[src/rtl/dm_stream_loader.sv]
// ---------------------------------------------------------------------------
// dm_stream_loader
//
// Loads a byte stream into a dual-port data memory as 32-bit words. Bytes are
// packed little-endian into words, words are paired into a two-slot buffer,
// and each pair (or a lone final word) is written in a single cycle using
// both memory ports at consecutive addresses.
//
// Ports
//   clk, rst_n           clock, synchronous active-low reset
//   start                one-cycle load request (honoured only when idle)
//   abort                abandon the current load at once
//   base_addr, word_cnt  first word address / number of words, latched on start
//   byte_in, byte_vld    incoming stream byte and its valid flag
//   byte_rdy             byte_in is accepted this cycle
//   addr0/1, we0/1       memory port addresses and write enables
//   wrt_data0/1          memory port write data
//   re0/1                memory read enables (never used, tied low)
//   busy                 a load is in progress
//   done                 one-cycle pulse when a load completes normally
// ---------------------------------------------------------------------------
module dm_stream_loader #(
  parameter int ADDR_W = 13,
  parameter int CNT_W  = 14
) (
  input  logic              clk,
  input  logic              rst_n,
  input  logic              start,
  input  logic              abort,
  input  logic [ADDR_W-1:0] base_addr,
  input  logic [CNT_W-1:0]  word_cnt,
  input  logic [7:0]        byte_in,
  input  logic              byte_vld,
  output logic              byte_rdy,
  output logic [ADDR_W-1:0] addr0,
  output logic [ADDR_W-1:0] addr1,
  output logic              we0,
  output logic              we1,
  output logic              re0,
  output logic              re1,
  output logic [31:0]       wrt_data0,
  output logic [31:0]       wrt_data1,
  output logic              busy,
  output logic              done
);

  localparam logic [1:0] S_IDLE  = 2'd0;
  localparam logic [1:0] S_FILL  = 2'd1;
  localparam logic [1:0] S_WRITE = 2'd2;
  localparam logic [1:0] S_DONE  = 2'd3;

  logic [1:0]        state;
  logic [ADDR_W-1:0] cur_addr;
  logic [CNT_W-1:0]  rem_cnt;
  logic [1:0]        byte_idx;
  logic [23:0]       word_acc;    // bytes 0..2 of the word being assembled
  logic [31:0]       slot0;
  logic [31:0]       slot1;
  logic              slot_sel;    // next completed word goes to slot1
  logic              slot1_full;

  logic              xfer;
  logic              wr_cycle;
  logic [31:0]       word_full;
  logic [CNT_W-1:0]  cnt_step;
  logic [ADDR_W-1:0] addr_step;

  assign xfer      = byte_vld && byte_rdy;
  // The 4th byte completes the word directly, so it never has to sit in
  // word_acc; this keeps the write one cycle after the last transfer.
  assign word_full = {byte_in, word_acc};
  assign cnt_step  = slot1_full ? CNT_W'(2) : CNT_W'(1);
  assign addr_step = slot1_full ? ADDR_W'(2) : ADDR_W'(1);

  // ---- control and pack state ----
  always_ff @(posedge clk) begin
    if (!rst_n) begin
      state      <= S_IDLE;
      cur_addr   <= '0;
      rem_cnt    <= '0;
      byte_idx   <= '0;
      word_acc   <= '0;
      slot0      <= '0;
      slot1      <= '0;
      slot_sel   <= 1'b0;
      slot1_full <= 1'b0;
    end else if (abort && (state != S_IDLE)) begin
      // Abort drops everything gathered so far; the next start reloads.
      state      <= S_IDLE;
      byte_idx   <= '0;
      word_acc   <= '0;
      slot0      <= '0;
      slot1      <= '0;
      slot_sel   <= 1'b0;
      slot1_full <= 1'b0;
    end else begin
      case (state)
        S_IDLE: begin
          if (start) begin
            cur_addr   <= base_addr;
            rem_cnt    <= word_cnt;
            byte_idx   <= '0;
            word_acc   <= '0;
            slot_sel   <= 1'b0;
            slot1_full <= 1'b0;
            state      <= (word_cnt == '0) ? S_DONE : S_FILL;
          end
        end
        S_FILL: begin
          if (xfer) begin
            byte_idx <= byte_idx + 2'd1;
            if (byte_idx == 2'd3) begin
              word_acc <= '0;
              if (!slot_sel) begin
                slot0 <= word_full;
                // A lone last word is flushed without waiting for a partner.
                if (rem_cnt == CNT_W'(1)) begin
                  state <= S_WRITE;
                end else begin
                  slot_sel <= 1'b1;
                end
              end else begin
                slot1      <= word_full;
                slot1_full <= 1'b1;
                state      <= S_WRITE;
              end
            end else begin
              case (byte_idx)
                2'd0:    word_acc[7:0]   <= byte_in;
                2'd1:    word_acc[15:8]  <= byte_in;
                default: word_acc[23:16] <= byte_in;
              endcase
            end
          end
        end
        S_WRITE: begin
          cur_addr   <= cur_addr + addr_step;
          rem_cnt    <= rem_cnt - cnt_step;
          slot_sel   <= 1'b0;
          slot1_full <= 1'b0;
          state      <= (rem_cnt == cnt_step) ? S_DONE : S_FILL;
        end
        default: begin
          state <= S_IDLE;
        end
      endcase
    end
  end

  // ---- memory and handshake outputs ----
  // Everything is forced quiet while rst_n is low, and abort suppresses the
  // write, ready and done of the cycle in which it is raised.
  always_comb begin
    wr_cycle  = rst_n && !abort && (state == S_WRITE);
    byte_rdy  = rst_n && !abort && (state == S_FILL);
    we0       = wr_cycle;
    we1       = wr_cycle && slot1_full;
    addr0     = we0 ? cur_addr : '0;
    addr1     = we1 ? (cur_addr + ADDR_W'(1)) : '0;
    wrt_data0 = we0 ? slot0 : '0;
    wrt_data1 = we1 ? slot1 : '0;
    re0       = 1'b0;
    re1       = 1'b0;
    busy      = rst_n && (state != S_IDLE);
    done      = rst_n && !abort && (state == S_DONE);
  end

endmodule

[config.mk]
export PLATFORM = sky130hd
export DESIGN_NAME = dm_stream_loader
export DESIGN_NICKNAME = d
export VERILOG_FILES = /design/src/rtl/dm_stream_loader.sv
export SDC_FILE = /design/constraint.sdc
export NUM_CORES = 1
export LEC_CHECK = 0
export BUFFER_PORTS_ARGS = -buffer_cell sky130_fd_sc_hd__buf_2
export CAP_MARGIN = 20
export CORE_AREA = 5 5 124 126
export CTS_BUF_LIST = sky130_fd_sc_hd__clkbuf_8
export DETAILED_ROUTE_END_ITERATION = 12
export DIE_AREA = 0 0 129 131
export PLACE_DENSITY = 0.7
export SLEW_MARGIN = 20
export SYNTH_ARGS = -nofsm -noshare
export SYNTH_HDL_FRONTEND = slang
export SYNTH_SLANG_ARGS = --single-unit
[constraint.sdc]
create_clock -name clk -period 2.12 [get_ports clk]
set_input_delay 0.318 -clock clk [delete_from_list [all_inputs] [get_ports clk]]
set_output_delay 0.318 -clock clk [all_outputs]
set_load 0.02 [all_outputs]
[Word level (Yosys, flattened, before mapping)]
Cells that the tools add are included.
Cells by class
  bitwise gates (word level): 3
  eq/ne operators: 15
  mux-type cells: 38
  $add $sub $neg: 4
  reductions and logical operators: 28
Operator list (number)
  24-bit two-way mux: 3
  32-bit two-way mux: 2
  24-bit one-hot mux with 2 select lines: 1
  13-bit two-way mux: 3
  14-bit one-hot mux with 2 select lines: 1
  4-bit AND reduction: 7
  13-bit one-hot mux with 2 select lines: 1
  8-bit two-way mux: 3
  2-bit two-way mux: 11
  14-bit by 1-bit == test with 1-bit output (second input constant): 1
  14-bit by 2-bit == test with 1-bit output: 1
  14-bit zero test: 1
  14-bit two-way mux: 1
  14-bit by 2-bit subtractor with 14-bit output: 1
  13-bit by 1-bit adder with 13-bit output (second input constant): 1
  13-bit by 2-bit adder with 13-bit output: 1
  1-bit logical AND: 8
  1-bit two-way mux: 8
  2-bit != test (second input constant): 4
  2-bit == test (second input constant): 3
  3-bit by 2-bit != test with 1-bit output (second input constant): 2
  3-bit != test (second input constant): 2
  1-bit one-hot mux with 3 select lines: 2
  2-bit one-hot mux with 3 select lines: 1
  other kinds (11): 19
Word-level totals
  flip-flop bits (word level): 121
  input port bits: 40
  word-level logic and storage cells: 99
  output and inout bits: 97

[Depth between registers and ports, before layout]
  depth after elaboration: 6
  depth in mapped cells: 9
  mapped depth without buffers: 8

[Worst setup path before layout]
No wires, ideal clock.
  path kind: register -> register
  from: register slot1_full
  to: register cur_addr[10]
  stages on the path, launching flop included: 10
  arrival: 2227 ps
  setup time: 134 ps
  slack: -240 ps
  required time: 1986 ps
  buffers on the path: 1
  clock period less this slack: 2360 ps
  path through: dfxtp_1 clkbuf_1 inv_1 ha_1 inv_1 fa_1 and4b_1 or4b_1 o21ai_0 a211oi_1
On the way
  word-level cells in the longest chain between the ends: 3
Ends and longest elaborated chain
  from (decl): line 60  | logic slot1_full;
  from (signal assigned): line 86  | slot1_full <= 1'b0;
  from (signal assigned): line 95  | slot1_full <= 1'b0;
  from (signal assigned): line 105  | slot1_full <= 1'b0;
  2-bit two-way mux: line 73  | assign addr_step = slot1_full ? ADDR_W'(2) : ADDR_W'(1);
  13-bit by 2-bit adder with 13-bit output: line 137  | cur_addr <= cur_addr + addr_step;
  13-bit one-hot mux with 2 select lines: line 97  | case (state)
  to (signal assigned): line 100  | cur_addr <= base_addr;
  to (signal assigned): line 137
  to (decl): line 53  | logic [ADDR_W-1:0] cur_addr;
Every way passes these cells.
A chain may end at the register's enable or synchronous reset.

[Final worst setup path]
  from: register state[0]
  to: output wrt_data1[24]
On the way
  word-level cells in the longest chain between the ends: 4
Ends and longest elaborated chain
  from (decl): line 52  | logic [1:0] state;
  from (signal assigned): line 106  | state <= (word_cnt == '0) ? S_DONE : S_FILL;
  from (signal assigned): line 141  | state <= (rem_cnt == cnt_step) ? S_DONE : S_FILL;
  2-bit == test: line 154  | wr_cycle = rst_n && !abort && (state == S_WRITE);
  1-bit logical AND: line 154
  1-bit logical AND: line 157  | we1 = wr_cycle && slot1_full;
  32-bit two-way mux: line 161  | wrt_data1 = we1 ? slot1 : '0;
  to (decl): line 42  | output logic [31:0] wrt_data1,
Every way passes these cells.

==> impl_metrics.ini <==
[setup_path]
cp_slowest_cell = dfxtp_1
path_buf_inv = 3
cp.arrival_ps = 1750
ff2ff_path_depth = 8
cp_max_fo = 11
cp_cell_sequence = nand2b_4 -> nor3_4 -> buf_6 -> buf_12 -> and3_1 -> buf_2
cpLargestDelayFamily = simple AND/OR/NAND/NOR gates
crit_path_end_kind = output pin
endpoint = wrt_data1[24]
cp-startpoint = state[0]$_SDFFE_PP0P_
slowest_delay_ps = 320
r2r_end = cur_addr[10]$_SDFFE_PN0P_
path_depth = 6
r2r_slack_ps = 80
crit_required_ps = 1800
timing.rr.start = cur_addr[0]$_SDFFE_PN0P_
worstSetupPathType = flip-flop to output pin
worstSetupStartpointType = flip-flop

[detailed_routing]
vias_per_cell = 5.500
drt-wirelength-per-cell_microns = 16.55
dr.pass1.iters = 5
vias = 6116
first_iter_violations = 493
drc_errors = 0
routed_wl_microns = 18410
drtAntennaViolNets = 0

[pwr]
internal_power_w = 0.003704
p_total_w = 0.005117
sw_frac_of_total_pct = 27.60
switchingPower_w = 0.001412
power_density_mw_per_mm2 = 651.1
peakVddDrop_mv = 0.3481
seqPwrFrac_pct = 47.4
p_comb_share_pct = 14.1
p_leak_nw = 3.338
clkPwrFrac_pct = 38.5

[global_route]
grt_use_total_pct = 21.25
grt_max_degree = 72
grt_pass1_wl_microns = 28430
antenna_found_initial = 0
first_global_vias = 5582
gr-total-overflow = 0

[synth]
syn-mean-instance-area_sq_um = 7.918
synth_top_cell_by_area = dfxtp_1
synth_edf_count = 0
async_flop_share_pct = 0
synth_cell_types = 71
synthCells = 789
synth_seq_cells = 121
syn_area_sq_mm = 0.006247
yosysTopAreaCellShare_pct = 38.77
seq_area_frac_synth_pct = 38.77
synthTopCellsByArea = dfxtp_1, nand2_1, o21ai_0, and2_1, mux2i_1
yosys_most_used_dff = dfxtp_1
ys_top_cells_by_count = nand2_1, dfxtp_1, o21ai_0
yosysMostFrequentCell = nand2_1
ys_warn_count = 0

[place]
pre_cts_ws_ps = 149.9
gp_congestion = 0.8735
port-buffer-count = 134
hpwl_microns = 12340

[finish]
drive_gt1_share_pct = 26.62
insertedDiodeCount = 0
multiInputGateArea_sq_mm = 0.003502
final-seq-area_sq_mm = 0.002446
fin_nets = 967
fillers = 1361
fin_util_pct = 55.33
syn_to_final_growth_pct = 25.80

[flow_run]
drv_cap = 0

[clock_tree]
clk_latency_ps = 440
htree_levels = 4
cts_buffer_depth = 2
cts.sinks = 121
cts_hold_buf = 0
cts_inserted_buffers = 17
cts_tree = built
clkSlewWorstSetupHoldPaths_ps = 70
cts-root-buf = clkbuf_8

[timing]
relSlewSlack_pct = 63.47
setup_viol = 0
skew_ps = 15.81
fin_crit_sh_pct = 97.38
rsz0062_at_grt = yes
maxSlewViolCount = 0
setup_ws_ps = 55.57
period_minus_slack_ps = 2064
worstMarginPinSlew_ps = 543.7
fmax_ghz = 0.4844
final-hold-violation-count = 0

[floorplan]
die_w_microns = 129
io_pins = 137
core_area_sq_mm = 0.01420
rows = 44
dieArea_sq_mm = 0.01690
dieHeight_microns = 131
start_util_pct = 43.98

[hold_path]
hp-class = primary input to flip-flop

[run_status]
status = completed
## cell type report
type	instances	share of cell area, %
multi-input cells	580	44.56
repair buffers	177	15.65
clock inverters	11	1.385
inverters	20	1.019
clock buffers	19	3.327
well taps	184	2.929
flip-flops and latches	121	31.13
## layout by cell type (no fill, tap or decap), drive strengths merged, types with 5 or more instances in the layout
cell	Yosys	final
dfxtp	121	121
buf	41	175
inv	20	25
nor3	17	17
o211ai	7	7
xnor2	9	9
nand2	141	141
a211oi	7	7
o21a	6	6
nand3	46	46
a22oi	9	9
nor4	16	16
o22ai	5	5
nor2	36	36
nand4	6	6
o21ai	67	67
and3	36	36
ha	8	8
mux2i	25	25
and2	44	44
clkbuf	28	21
nand2b	6	6
a21oi	28	28
## stage by stage
step                hold slack, ps  setup TNS, ps  instances  instance area [sq um]
floorplan                    417.0         -6.850        790                   6285
global placement             433.1              0       1069                   7134
detailed placement           438.9              0       1069                   7134
CTS                          79.00              0       1106                   7717
global route                 95.89         -29.49       1112                   7859
finish                       107.4              0       1112                   7859
## registers in the layout, summed over array words and instances, names as in the netlist
name / cells
slot1: 32
slot_sel: 1
byte_idx: 2
word_acc: 24
cur_addr: 13
slot0: 32
rem_cnt: 14
state: 2
slot1_full: 1
## power by group through the flow
stage | Sequential [W] | Clock [W] | Combinational, W
finish | 0.00242 | 0.00197 | 0.000723
global placement | 0.00246 | 0 | 0.000683
floorplan | 0.00243 | 0 | 0.000508
detailed placement | 0.00247 | 0 | 0.000687
global route | 0.00243 | 0.00211 | 0.000788
CTS | 0.00242 | 0.00200 | 0.000707
## routing by layer
metal	global-route usage (%)	vias to the layer above	routed length [microns]
met5	0	-	0
met4	7.783	0	415
met3	4.431	40	1150
met2	34.02	233	8439
met1	28.43	2848	8400
li1	-	2995	-
## logic make-up (layout without fill, tap and decap cells)
| logic type | Yosys count | in the layout | share of synthesized area [%] |
|---|---|---|---|
| muxes | 27 | 27 | 4.366 |
| and+or+nand+nor | 371 | 371 | 30.68 |
| DFF | 121 | 121 | 38.77 |
| AOI/OAI and AO/OA | 159 | 159 | 15.74 |
| xor gates and xnor gates | 11 | 11 | 1.542 |
| buffers and inverters | 89 | 227 | 6.589 |
| adders and majority gates | 10 | 10 | 2.243 |
| other | 1 | 2 | 0.06003 |
## worst reg2reg max path, cell delays in order, from the launching register on
cell and delay (ps):
dfxtp_4 380, buf_4 140, ha_4 140, inv_2 30, fa_2 360, and4b_1 270
or4b_1 430, o21ai_1 90, a211oi_1 80
## how the worst min path moves through the flow
stage | startpoint | endpoint | slack, ps | depth (start not counted)
after floorplan | byte_in[0] | slot1[24]$_SDFFE_PP0P_ | 420 | 2
after global routing | byte_in[5] | slot1[29]$_SDFFE_PP0P_ | 100 | 3
after global placement | slot0[4]$_SDFFE_PP0P_ | slot0[4]$_SDFFE_PP0P_ | 430 | 2
final | byte_in[5] | slot1[29]$_SDFFE_PP0P_ | 110 | 3
after CTS | byte_in[5] | slot1[29]$_SDFFE_PP0P_ | 80 | 3
after detailed placement | word_acc[0]$_SDFFE_PP0P_ | slot0[0]$_SDFFE_PP0P_ | 440 | 2
## timing repair
item                                    4_1_cts  5_1_grt
endpoints found under the setup margin       62       56
gates resized for setup                      43       21
setup buffers                                 7        3
cloned                                        1        3
pin swaps                                     4        4
No activity file was read; power rests on OpenSTA's default activity.
